--- config.mk ---
export PLATFORM = sky130hd
export DESIGN_NAME = dut_slot_controller
export DESIGN_NICKNAME = d
export VERILOG_FILES = /design/src/rtl/dut_slot_controller.sv
export SDC_FILE = /design/constraint.sdc
export NUM_CORES = 1
export LEC_CHECK = 0
export BUFFER_PORTS_ARGS = -buffer_cell sky130_fd_sc_hd__buf_2
export CAP_MARGIN = 40
export CORE_MARGIN = 2
export CORE_UTILIZATION = 65
export DETAILED_ROUTE_END_ITERATION = 10
export PLACE_DENSITY = 0.84
export SYNTH_ARGS = -nofsm -noshare
export SYNTH_HDL_FRONTEND = slang
export SYNTH_SLANG_ARGS = --single-unit
--- constraint.sdc ---
create_clock -name clk_i -period 9.34 [get_ports clk_i]
set_input_delay 2.335 -clock clk_i [delete_from_list [all_inputs] [get_ports clk_i]]
set_output_delay 2.335 -clock clk_i [all_outputs]
set_load 0.02 [all_outputs]
--- src/rtl/dut_slot_controller.sv ---
// dut_slot_controller
//
// Sequences the experimental effect slot in the audio chain. The raw buttons are
// debounced on the audio sample rate. A debounced press of button 0 engages or
// bypasses the slot through a linear crossfade between dry (slot input) and
// wet (slot output). Buttons 2 and 1 are forwarded, debounced, to the slot.
// All state advances only on sample_tick_i.
//
// Ports
//   clk_i          system clock
//   srst_n_i       synchronous reset, active low
//   sample_tick_i  one-clk strobe per audio sample
//   buttons_i      raw buttons: [0] engage/bypass toggle, [2:1] forwarded to the slot
//   dry_i          slot input sample (signed)
//   wet_i          slot output sample (signed), valid while sample_tick_i is high
//   data_o         crossfaded sample (signed), valid the clk after sample_tick_i
//   dut_buttons_o  {debounced[2:1], 1'b0}
//   active_o       high in FADE_IN or ACTIVE
//   fading_o       high in FADE_IN or FADE_OUT

module dut_slot_controller #(
  parameter int DWIDTH         = 16,
  parameter int GWIDTH         = 8,
  parameter int FADE_STEP      = 4,
  parameter int DEBOUNCE_TICKS = 4
) (
  input  logic                     clk_i,
  input  logic                     srst_n_i,
  input  logic                     sample_tick_i,
  input  logic [2:0]               buttons_i,
  input  logic signed [DWIDTH-1:0] dry_i,
  input  logic signed [DWIDTH-1:0] wet_i,
  output logic signed [DWIDTH-1:0] data_o,
  output logic [2:0]               dut_buttons_o,
  output logic                     active_o,
  output logic                     fading_o
);

  localparam int FULL = 2 ** GWIDTH;
  localparam int GW1  = GWIDTH + 1;
  localparam int PW   = DWIDTH + GWIDTH + 2;
  localparam int CW   = $clog2(DEBOUNCE_TICKS + 1);

  localparam logic [GW1-1:0] FULL_G  = GW1'(FULL);
  localparam logic [GW1-1:0] STEP_G  = GW1'(FADE_STEP);
  localparam logic [CW-1:0]  DB_LAST = CW'(DEBOUNCE_TICKS - 1);

  typedef enum logic [1:0] {
    S_BYPASS,
    S_FADE_IN,
    S_ACTIVE,
    S_FADE_OUT
  } state_t;

  // ---------------------------------------------------------------------------
  // Debounce, one counter per button
  // ---------------------------------------------------------------------------
  logic [2:0] db_d;

  for (genvar gi = 0; gi < 3; gi++) begin : g_db
    logic          bit_q, bit_d;
    logic [CW-1:0] cnt_q, cnt_d;

    always_comb begin
      bit_d = bit_q;
      cnt_d = cnt_q;
      if (sample_tick_i) begin
        if (buttons_i[gi] != bit_q) begin
          // The read that brings the run to DEBOUNCE_TICKS commits the new level.
          if (cnt_q == DB_LAST) begin
            bit_d = buttons_i[gi];
            cnt_d = '0;
          end else begin
            cnt_d = cnt_q + 1'b1;
          end
        end else begin
          cnt_d = '0;
        end
      end
    end

    always_ff @(posedge clk_i) begin
      if (!srst_n_i) begin
        bit_q <= 1'b0;
        cnt_q <= '0;
      end else begin
        bit_q <= bit_d;
        cnt_q <= cnt_d;
      end
    end

    assign db_d[gi] = bit_d;
  end

  logic db0_q;
  assign db0_q = g_db[0].bit_q;

  // Only the press of button 0 toggles; its release is ignored. db_d can only
  // change on a tick, so toggle is implicitly qualified by sample_tick_i.
  logic toggle;
  assign toggle = db_d[0] & ~db0_q;

  // ---------------------------------------------------------------------------
  // FSM and gain
  // ---------------------------------------------------------------------------
  state_t                    state_q, state_d;
  logic [GW1-1:0]            g_q, g_d;
  logic signed [DWIDTH-1:0]  data_q, data_d;
  logic [2:0]                btn_q, btn_d;
  logic                      active_q, active_d;
  logic                      fading_q, fading_d;

  always_comb begin
    state_d = state_q;
    g_d     = g_q;
    if (sample_tick_i) begin
      // On a toggle tick only the direction flips; g holds so the fade
      // reverses from where it currently is.
      case (state_q)
        S_BYPASS: begin
          g_d = '0;
          if (toggle) state_d = S_FADE_IN;
        end
        S_FADE_IN: begin
          if (toggle) begin
            state_d = S_FADE_OUT;
          end else if (g_q >= FULL_G - STEP_G) begin
            g_d     = FULL_G;
            state_d = S_ACTIVE;
          end else begin
            g_d = g_q + STEP_G;
          end
        end
        S_ACTIVE: begin
          g_d = FULL_G;
          if (toggle) state_d = S_FADE_OUT;
        end
        S_FADE_OUT: begin
          if (toggle) begin
            state_d = S_FADE_IN;
          end else if (g_q <= STEP_G) begin
            g_d     = '0;
            state_d = S_BYPASS;
          end else begin
            g_d = g_q - STEP_G;
          end
        end
        default: begin
          g_d     = '0;
          state_d = S_BYPASS;
        end
      endcase
    end
  end

  // ---------------------------------------------------------------------------
  // Crossfade datapath, using the gain in force before this tick's update
  // ---------------------------------------------------------------------------
  logic signed [PW-1:0] wet_x, dry_x, g_x, gc_x, mix;
  logic                 unused_mix_bits;

  always_comb begin
    wet_x = PW'(wet_i);
    dry_x = PW'(dry_i);
    g_x   = PW'({1'b0, g_q});
    gc_x  = PW'(FULL) - g_x;
    mix   = wet_x * g_x + dry_x * gc_x;
  end

  // Taking the slice above GWIDTH is the arithmetic (floor) shift; the
  // convex combination always fits in DWIDTH, so the top bits are sign copies.
  assign unused_mix_bits = ^{mix[PW-1:GWIDTH+DWIDTH], mix[GWIDTH-1:0]};

  always_comb begin
    data_d   = data_q;
    if (sample_tick_i) data_d = mix[GWIDTH +: DWIDTH];
    btn_d    = {db_d[2:1], 1'b0};
    active_d = (state_d == S_FADE_IN) || (state_d == S_ACTIVE);
    fading_d = (state_d == S_FADE_IN) || (state_d == S_FADE_OUT);
  end

  always_ff @(posedge clk_i) begin
    if (!srst_n_i) begin
      state_q  <= S_BYPASS;
      g_q      <= '0;
      data_q   <= '0;
      btn_q    <= '0;
      active_q <= 1'b0;
      fading_q <= 1'b0;
    end else begin
      state_q  <= state_d;
      g_q      <= g_d;
      data_q   <= data_d;
      btn_q    <= btn_d;
      active_q <= active_d;
      fading_q <= fading_d;
    end
  end

  assign data_o        = data_q;
  assign dut_buttons_o = btn_q;
  assign active_o      = active_q;
  assign fading_o      = fading_q;

endmodule
==> results of run 1 <==
cell type report:
| cell class | instances | share of cell area (%) |
|---|---|---|
| Antenna cell | 1 | 0.02251 |
| Clock buffer | 5 | 1.126 |
| Clock inverter | 3 | 0.4052 |
| Inverter | 233 | 7.868 |
| Multi-Input combinational cell | 848 | 77.86 |
| Sequential cell | 38 | 6.844 |
| Tap cell | 216 | 2.431 |
| Timing Repair Buffer | 70 | 3.444 |
flip-flops by register name (all words and copies together), names as in the netlist:
signal         flops
fading_o           1
db0_q              1
g_q                7
active_o           1
dut_buttons_o      1
g_db.cnt_q         9
state_q            1
data_o            16
g_db.bit_q         1
cell usage after synthesis, types with 4 or more instances:
master / number
xor2_1: 9
a211oi_1: 4
o21ai_0: 16
ha_1: 118
xnor2_1: 28
inv_1: 231
a21oi_1: 34
fa_1: 216
nor2b_1: 6
nand4_1: 5
nor3_1: 16
and2_1: 116
nand2_1: 139
a21o_1: 9
clkbuf_1: 31
nor4_1: 5
o21a_1: 5
nor2_1: 44
and3_1: 6
dfxtp_1: 38
or2_2: 6
nand3_1: 14
routing by layer:
metal | track usage (%) | up-vias | part of all wire (%)
li1 | - | 3586 | -
met1 | 36.90 | 3947 | 38
met2 | 53.92 | 283 | 52
met3 | 3.950 | 76 | 5.9
met4 | 11.58 | 2 | 3.8
met5 | 0 | - | 0.056
path summary, 6_finish.rpt:
check | depth (start not counted) | to | start
setup reg to reg | 24 | data_o[14] | g_q[4]
hold / removal | 2 | g_db[2].bit_q | g_db[2].bit_q
hold reg to reg | 2 | g_db[2].bit_q | g_db[2].bit_q
setup / recovery | 23 | data_o[14] | wet_i[7]
cell families after synthesis:
| family | count (synthesis) | share of synthesized area, % |
|---|---|---|
| buffers and inverters | 270 | 9.916 |
| adders and majority gates | 334 | 55.72 |
| DFF | 38 | 7.308 |
| AOI/OAI and AO/OA | 91 | 5.649 |
| muxes | 3 | 0.2885 |
| and+or+nand+nor | 370 | 17.72 |
| xor gates and xnor gates | 38 | 3.329 |
| other | 2 | 0.07214 |
worst max-delay path, stage by stage:
cell	delay (ps)
buf_2	160
nand2_1	100
fa_1	580
inv_1	60
fa_1	500
inv_1	50
fa_1	500
inv_1	60
fa_1	490
fa_1	550
inv_1	50
fa_1	380
fa_1	510
inv_1	40
ha_1	310
a21o_1	170
a211oi_1	260
a211oi_1	150
o311ai_0	470
nand3_1	180
a21oi_1	200
xor2_1	150
a21oi_1	70
power breakdown:
group	internal, mW	switching (mW)	leakage (nW)	total (mW)
Sequential	0.190	0.0168	0.311	0.206
Combinational	0.527	0.678	5.42	1.21
Clock	0.126	0.0683	0.0760	0.194
Total	0.843	0.763	5.80	1.61
stage by stage:
step / area, µm² / setup WS, ps / cells / hold WS [ps]
5_1_grt: 11120 / 796.4 / 1414 / 488.8
3_3_place_gp: 10940 / 987.2 / 1405 / 466.1
6_report: 11120 / 1179 / 1414 / 488.8
3_5_place_dp: 10940 / 888.9 / 1405 / 474.4
4_1_cts: 11110 / 1148 / 1413 / 485.6
2_1_floorplan: 10450 / 1481 / 1156 / 453.2
==> results.py, run 1 <==
metrics = {
    "floorplanning": {
        "io_pins": 59,
        "std_cell_rows": 46,
        "die_w_um": 130.6,
        "fp.dieH_um": 130.6,
        "core_area_um2": 15770,
        "dieArea_um2": 17040,
        "start_util_pct": 66.01,
    },
    "synth": {
        "synthTopCellsByArea": "fa_1, ha_1, inv_1, dfxtp_1, and2_1",
        "ys_seq_area_share_pct": 7.308,
        "synth_edf_count": 0,
        "yosysWarnings": 0,
        "ys_types": 57,
        "synth_top_area_share_pct": 41.54,
        "netlist_area_um2": 10410,
        "async_reset_ff_share_pct": 0,
        "avgSynthCellArea_um2": 9.084,
        "synth.ff_latch_count": 38,
        "yosys.area.top_type": "fa_1",
        "syn_inst": 1146,
        "ys.flop_type": "dfxtp_1",
    },
    "detailed_routing": {
        "post_drt_wl_per_cell_um": 16.36,
        "drt_iter0_markers": 398,
        "avgViaCountPerCell": 5.583,
        "drt_wl_total_mm": 23.13,
        "vias": 7894,
        "drt_pass1_iterations": 7,
        "drc_errors": 0,
        "antenna_left": 0,
    },
    "global_routing": {
        "grt_pass1_wl_mm": 39.87,
        "track_usage_pct": 29.97,
        "grt.overflow.total": 0,
        "grt_pass1_vias": 8665,
        "grt_max_degree": 45,
        "antenna_found_initial": 2,
    },
    "layout": {
        "final_cell_mix": "inv_1, fa_1, nand2_1",
        "syn_to_final_growth_pct": 6.779,
        "final_nets": 1568,
        "drive_gt1_share_pct": 7.602,
        "final_common_cell": "inv_1",
        "multi_input_area_um2": 8655,
        "num-fill-cells": 1244,
        "regArea_um2": 760.7,
        "post-route-util_pct": 70.49,
    },
    "placement": {
        "place_congestion": 0.9021,
        "portBuffers": 57,
        "hpwl_mm": 19.44,
    },
    "setup_path": {
        "timing_worst_setup_path_type": "input port to register",
        "endpoint_kind": "register",
        "crit_fanout": 7,
        "cp-start-kind": "input port",
        "cp.required_ps": 9490,
        "rrSetupSlack_ps": 1650,
        "arrival_ps": 8310,
    },
    "sta": {
        "slew_viol_final": 0,
        "timing.final.crit_share_pct": 87.38,
        "rsz0062_at_grt": "no",
        "hold_viol": 0,
        "slew_headroom_pct": 38.05,
        "skew_ps": 6.852,
        "fin_setup_tns_ps": 0,
        "worstMarginPinSlew_ps": 922.6,
        "setup_violations": 0,
        "fin_crit_ps": 8161,
        "fmax_mhz": 122.5,
    },
    "clock_tree": {
        "clk_pin_slew_ps": 60,
        "clockBufferDepth": 2,
        "h-tree-depth": 2,
        "numCtsBuffers": 5,
        "cts_tree": "built",
        "post_cts_buffers": 0,
        "cts_resized": 0,
        "cts_sinks": 38,
        "clock-root-buffer": "clkbuf_16",
        "clk_latency_ps": 280,
        "ctsHoldBuffers": 0,
    },
    "status": {
        "status": "complete, no violations",
    },
    "pwr": {
        "leakage_nw": 5.804,
        "powerDensity_nw_per_um2": 144.5,
        "p_total_mw": 1.606,
        "peakVddDrop_v": 0.00009934,
    },
    "hold_path": {
        "hold_path.class": "register to register",
    },
    "job": {
        "maxCapViolations": 0,
    },
}
Note: power is estimated with default switching activity, not from simulation.
==> run 2, diff against run 1 <==
--- a/config.mk
+++ b/config.mk
@@ -8,9 +8,9 @@
 export BUFFER_PORTS_ARGS = -buffer_cell sky130_fd_sc_hd__buf_2
 export CAP_MARGIN = 40
 export CORE_MARGIN = 2
-export CORE_UTILIZATION = 65
+export CORE_UTILIZATION = 35
 export DETAILED_ROUTE_END_ITERATION = 10
-export PLACE_DENSITY = 0.84
+export SLEW_MARGIN = 20
 export SYNTH_ARGS = -nofsm -noshare
 export SYNTH_HDL_FRONTEND = slang
 export SYNTH_SLANG_ARGS = --single-unit
==> run 2 against run 1 <==
Clock power grew 17%. Non-clock buffer count grew 4. Hold slack worse by 6.2 ps. First-iteration DRC count is 6.5% lower. Via count shrank 4.7%. Total power rose by 1.7%. Critical path depth did not move. Core utilization shrank 32 points. Setup slack got worse by 270 ps. Combinational power about the same. Sequential power barely moved. Design area up 2.6%.
==> results.py, run 2 (synthesis gave the netlist of run 1 again) <==
metrics = {
    "global_routing": {
        "antenna_found_initial": 0,
        "grt.overflow.total": 0,
        "grt_max_degree": 29,
        "grt_pass1_vias": 8225,
        "grt_pass1_wl_mm": 40.19,
        "track_usage_pct": 15.93,
    },
    "floorplanning": {
        "die_w_um": 176.5,
        "dieArea_um2": 31140,
        "std_cell_rows": 63,
        "io_pins": 59,
        "fp.dieH_um": 176.5,
        "core_area_um2": 29480,
        "start_util_pct": 35.31,
    },
    "sta": {
        "worstMarginPinSlew_ps": 699.4,
        "fmax_mhz": 118.6,
        "slew_headroom_pct": 52.78,
        "hold_slack_ps": 482.5,
        "fin_setup_tns_ps": 0,
        "setup_violations": 0,
        "fin_crit_ps": 8429,
        "rsz0062_at_grt": "no",
        "hold_viol": 0,
        "skew_ps": 3.797,
        "slew_viol_final": 0,
        "timing.final.crit_share_pct": 90.25,
    },
    "detailed_routing": {
        "drt_pass1_iterations": 5,
        "post_drt_wl_per_cell_um": 14.53,
        "drt_iter0_markers": 372,
        "avgViaCountPerCell": 4.727,
        "antenna_left": 0,
        "drc_errors": 0,
        "vias": 7520,
        "drt_wl_total_mm": 23.11,
    },
    "pwr": {
        "power_frac_seq_pct": 12.5,
        "leakage_nw": 5.850,
        "switching_share_pct": 46.41,
        "p_int_mw": 0.8753,
        "powerDensity_nw_per_um2": 143.3,
        "peakVddDrop_v": 0.00009442,
        "comb_power_share_pct": 73.6,
        "power_frac_clock_pct": 13.9,
        "p_sw_mw": 0.7581,
    },
    "setup_path": {
        "cp-start-kind": "input port",
        "crit_fanout": 7,
        "cp.required_ps": 9470,
        "timing_worst_setup_path_type": "input port to register",
        "arrival_ps": 8560,
        "endpoint_kind": "register",
    },
    "layout": {
        "largest_reg_flops": 16,
        "final_cell_mix": "inv_1, fa_1, nand2_1",
        "syn_to_final_growth_pct": 9.519,
        "final_nets": 1572,
        "diodes": 0,
        "drive_gt1_share_pct": 7.993,
        "final_common_cell": "inv_1",
    },
    "placement": {
        "place_congestion": 0.8941,
        "portBuffers": 57,
        "hpwl_mm": 19.99,
    },
    "clock_tree": {
        "cts_resized": 0,
        "clk_pin_slew_ps": 60,
        "cts_sinks": 38,
        "clk_latency_ps": 270,
        "clockBufferDepth": 2,
        "cts_tree": "built",
        "post_cts_buffers": 0,
        "h-tree-depth": 2,
        "clock-root-buffer": "clkbuf_16",
        "ctsHoldBuffers": 0,
        "numCtsBuffers": 5,
    },
    "job": {
        "maxCapViolations": 0,
    },
    "status": {
        "status": "complete, no violations",
    },
    "hold_path": {
        "hold_path.class": "register to register",
    },
}
[run 2: changes by cell type in the layout (fill, tap and decap cells not counted), sizes merged]
cell      before  now
clkinvlp       2    0
bufinv         1    2
diode          1    0
clkbuf         5    6
buf           70   74
[run 2: routing by layer]
| metal | vias to the layer above | routed length, µm | global-route usage [%] |
|---|---|---|---|
| met5 | - | 0 | 0 |
| met3 | 18 | 678 | 1.227 |
| li1 | 3596 | - | - |
| met4 | 0 | 362 | 2.273 |
| met2 | 113 | 12040 | 29.36 |
| met1 | 3793 | 10030 | 20.81 |
[run 2: area by class of cell]
class / instances / area, µm²
Timing Repair Buffer: 74 / 416.7
Multi-Input combinational cell: 848 / 8662
Tap cell: 390 / 488.0
Clock inverter: 2 / 60.06
Fill cell: 3047 / 18080
Sequential cell: 38 / 760.7
Inverter: 233 / 874.6
Clock buffer: 6 / 138.9
[run 2: power by group through the flow]
stage / registers [mW] / logic, mW / clock network (mW)
3_3_place_gp: 0.208 / 1.21 / 0
6_report: 0.205 / 1.20 / 0.227
2_1_floorplan: 0.235 / 0.860 / 0
4_1_cts: 0.205 / 1.24 / 0.231
3_5_place_dp: 0.208 / 1.23 / 0
5_1_grt: 0.207 / 1.39 / 0.238
[run 2: final timing paths]
path	startpoint	to	slack, ps	depth (start not counted)
min reg2reg	g_db[0].cnt_q[2]	g_db[0].cnt_q[2]	480	1
max	wet_i[7]	data_o[14]	910	23
min	g_db[0].cnt_q[2]	g_db[0].cnt_q[2]	480	1
max reg2reg	g_q[4]	data_o[14]	1500	23
[run 2: metrics by stage]
stage | util, % | setup WS [ps] | total power [mW] | instance area [µm²] | cells
floorplan | - | 1481 | 1.095 | 10450 | 1156
global placement | 37.93 | 723.2 | 1.415 | 11180 | 1581
detailed placement | 37.96 | 660.8 | 1.436 | 11190 | 1582
CTS | 38.63 | 907.0 | 1.675 | 11390 | 1590
global route | 38.67 | 506.0 | 1.830 | 11400 | 1591
finish | 38.67 | 910.9 | 1.633 | 11400 | 1591
[run 2: worst max-delay path, cell delays in order]
cell      delay [ps]
buf_2            150
nand2_1           90
fa_1             550
inv_1             50
fa_1             490
inv_1             50
fa_1             510
inv_1             60
fa_1             480
fa_1             470
fa_1             520
inv_1             50
fa_1             480
inv_1             40
ha_1             310
a21o_1           170
a211oi_1         250
a211oi_1         160
o311ai_0         660
nand3_1          220
a21oi_1          220
xor2_1           160
a21oi_1           80
==> run 3, diff against run 2 <==
--- a/config.mk
+++ b/config.mk
@@ -5,6 +5,7 @@
 export SDC_FILE = /design/constraint.sdc
 export NUM_CORES = 1
 export LEC_CHECK = 0
+export ABC_AREA = 1
 export BUFFER_PORTS_ARGS = -buffer_cell sky130_fd_sc_hd__buf_2
 export CAP_MARGIN = 40
 export CORE_MARGIN = 2
==> run 3 against run 2 <==
Total power grew 140%. Largest power group unchanged. Core utilization down 0.066 points. Clock-buffer cell count unchanged. Highest routed layer unchanged. First-iteration DRC count is 36% higher. Sequential share of layout area decreased by 0.26 points. Critical path depth is 1 higher. Wire length grew 15%. Area after synthesis increased by 5.4%. Global-route usage increased by 1.2 points. Setup slack better by 720 ps. Design area is 4.1% higher. Non-clock buffer count is 7 lower.
==> results.py, run 3 <==
metrics = {
    "status": {
        "status": "complete, no violations",
    },
    "sta": {
        "hold_slack_ps": 442.3,
        "fin_crit_ps": 7712,
        "hold_viol": 0,
        "fin_setup_tns_ps": 0,
        "fmax_mhz": 129.7,
        "timing.final.crit_share_pct": 82.56,
        "skew_ps": 5.060,
        "slew_headroom_pct": 41.87,
        "rsz0062_at_grt": "no",
        "slew_viol_final": 0,
        "setup_violations": 0,
        "worstMarginPinSlew_ps": 871.9,
    },
    "pwr": {
        "power_frac_seq_pct": 5.5,
        "p_total_mw": 3.906,
        "leakage_nw": 6.946,
        "power_frac_clock_pct": 4.5,
        "p_int_mw": 1.593,
        "powerDensity_nw_per_um2": 329.0,
        "peakVddDrop_v": 0.0002372,
        "switching_share_pct": 59.23,
        "p_sw_mw": 2.313,
        "comb_power_share_pct": 90.0,
    },
    "global_routing": {
        "grt_max_degree": 39,
        "antenna_found_initial": 0,
        "grt.overflow.total": 0,
        "grt_pass1_wl_mm": 45.53,
        "track_usage_pct": 17.12,
        "grt_pass1_vias": 8956,
    },
    "clock_tree": {
        "numCtsBuffers": 5,
        "clk_latency_ps": 280,
        "post_cts_buffers": 0,
        "cts_tree": "built",
        "ctsHoldBuffers": 0,
        "h-tree-depth": 2,
        "cts_sinks": 38,
        "clk_pin_slew_ps": 60,
        "clock-root-buffer": "clkbuf_16",
        "cts_resized": 0,
        "clockBufferDepth": 2,
    },
    "synth": {
        "syn_inst": 1420,
        "netlist_area_um2": 10970,
        "ys_types": 38,
        "async_reset_ff_share_pct": 0,
        "avgSynthCellArea_um2": 7.727,
        "synth_top_area_share_pct": 39.41,
        "yosysWarnings": 0,
        "yosys.area.top_type": "fa_1",
        "ys_seq_area_share_pct": 6.934,
        "ys.flop_type": "dfxtp_1",
        "synth.ff_latch_count": 38,
        "synthTopCellsByArea": "fa_1, inv_1, ha_1, nand2_1, dfxtp_1",
        "synthTopCellsByCount": "inv_1, nand2_1, fa_1",
        "synth_edf_count": 0,
        "synth_most_common_cell": "inv_1",
    },
    "layout": {
        "final_nets": 1842,
        "syn_to_final_growth_pct": 8.199,
        "final_common_cell": "inv_1",
        "drive_gt1_share_pct": 6.118,
        "num-fill-cells": 3240,
        "diodes": 0,
        "final_cell_mix": "inv_1, nand2_1, fa_1",
        "largest_reg_flops": 16,
    },
    "detailed_routing": {
        "antenna_left": 0,
        "drt_pass1_iterations": 6,
        "vias": 8673,
        "drt_iter0_markers": 506,
        "drc_errors": 0,
        "avgViaCountPerCell": 4.645,
        "drt_wl_total_mm": 26.50,
        "post_drt_wl_per_cell_um": 14.19,
    },
    "setup_path": {
        "crit_chain": "buf_2 > nand2_1 > fa_1 > inv_1 > fa_1 > inv_1 > fa_1 > inv_1 > fa_1 > fa_1 > inv_1 > fa_1 > fa_1 > inv_1 > ha_1 > a21oi_1 > o21ai_0 > a21oi_1 > o21ai_0 > nand3_1 > nand2_1 > xor2_1 > o21ai_0 > inv_1",
        "cp-start-kind": "input port",
        "crit_fanout": 7,
        "arrival_ps": 7890,
        "cp_common_cell": "fa_1",
        "cpLargestDelayFamily": "adder cells",
        "endpoint_kind": "register",
        "worst_path_largest_cell_delay_ps": 570,
        "slowest_stage": "fa_1",
        "timing_worst_setup_path_type": "input port to register",
        "cp.required_ps": 9520,
        "crit_buf_inv": 7,
    },
    "floorplanning": {
        "fp.dieH_um": 181.1,
        "core_area_um2": 30750,
        "std_cell_rows": 64,
        "dieArea_um2": 32780,
        "die_w_um": 181.1,
        "io_pins": 59,
        "start_util_pct": 35.68,
    },
    "hold_path": {
        "hold_path.class": "register to register",
    },
    "job": {
        "maxCapViolations": 0,
    },
    "placement": {
        "portBuffers": 57,
        "place_congestion": 0.9327,
        "hpwl_mm": 23.02,
    },
}
[run 3: cell families after synthesis]
group | Yosys count | synth area share, %
buffers and inverters | 440 | 15.21
and+or+nand+nor | 469 | 17.07
other | 2 | 0.06845
DFF | 38 | 6.934
xor gates and xnor gates | 25 | 1.996
adders and majority gates | 334 | 52.87
AOI/OAI and AO/OA | 112 | 5.850
[run 3: worst paths after layout]
| kind | startpoint | end | slack (ps) | cells after the start |
|---|---|---|---|---|
| setup reg to reg | g_q[3] | data_o[11] | 2140 | 28 |
| hold reg to reg | g_db[0].cnt_q[2] | g_db[0].cnt_q[2] | 440 | 2 |
| setup / recovery | wet_i[7] | data_o[11] | 1630 | 24 |
| hold / removal | g_db[0].cnt_q[2] | g_db[0].cnt_q[2] | 440 | 2 |
[run 3: per-layer routing]
metal	track usage [%]	up-vias	share of wire, %
met2	30.14	170	50
met5	0	-	0
met4	2.049	0	0.94
met1	23.67	4246	45
li1	-	4233	-
met3	1.411	24	3.4
[run 3: area by class of cell]
class / instances / area (µm²) / share of cell area [%]
multi-input combinational: 952 / 8579 / 72.27
inverter: 406 / 1524 / 12.84
sequential: 38 / 760.7 / 6.408
tap: 396 / 495.5 / 4.174
timing repair buffer: 67 / 360.3 / 3.035
clock buffer: 6 / 138.9 / 1.170
clock inverter: 2 / 12.51 / 0.1054
[run 3: worst register-to-register path, delay by kind of cell, from the launching register on]
kind	cells	cell delay (ps)
buffers and inverters	7	980
AOI/OAI and AO/OA	6	900
adders and majority gates	9	3930
xor gates and xnor gates	1	140
and+or+nand+nor	5	860
DFF	1	310
[run 3: power by group through the flow]
stage               Combinational [mW]  Sequential [mW]  Clock, mW
CTS                               3.59            0.216      0.177
finish                            3.51            0.216      0.176
detailed placement                3.55            0.219          0
floorplan                         2.51            0.250          0
global route                      4.01            0.219      0.185
global placement                  3.55            0.219          0
[run 3: metrics by stage]
| step | util, % | worst slack, ps | cell area (µm²) | instances |
|---|---|---|---|---|
| 2_1_floorplan | - | 1901 | 11010 | 1430 |
| 3_3_place_gp | 38.11 | 1400 | 11720 | 1859 |
| 3_5_place_dp | 38.11 | 1342 | 11720 | 1859 |
| 4_1_cts | 38.61 | 1612 | 11870 | 1867 |
| 5_1_grt | 38.61 | 1238 | 11870 | 1867 |
| 6_report | 38.61 | 1628 | 11870 | 1867 |
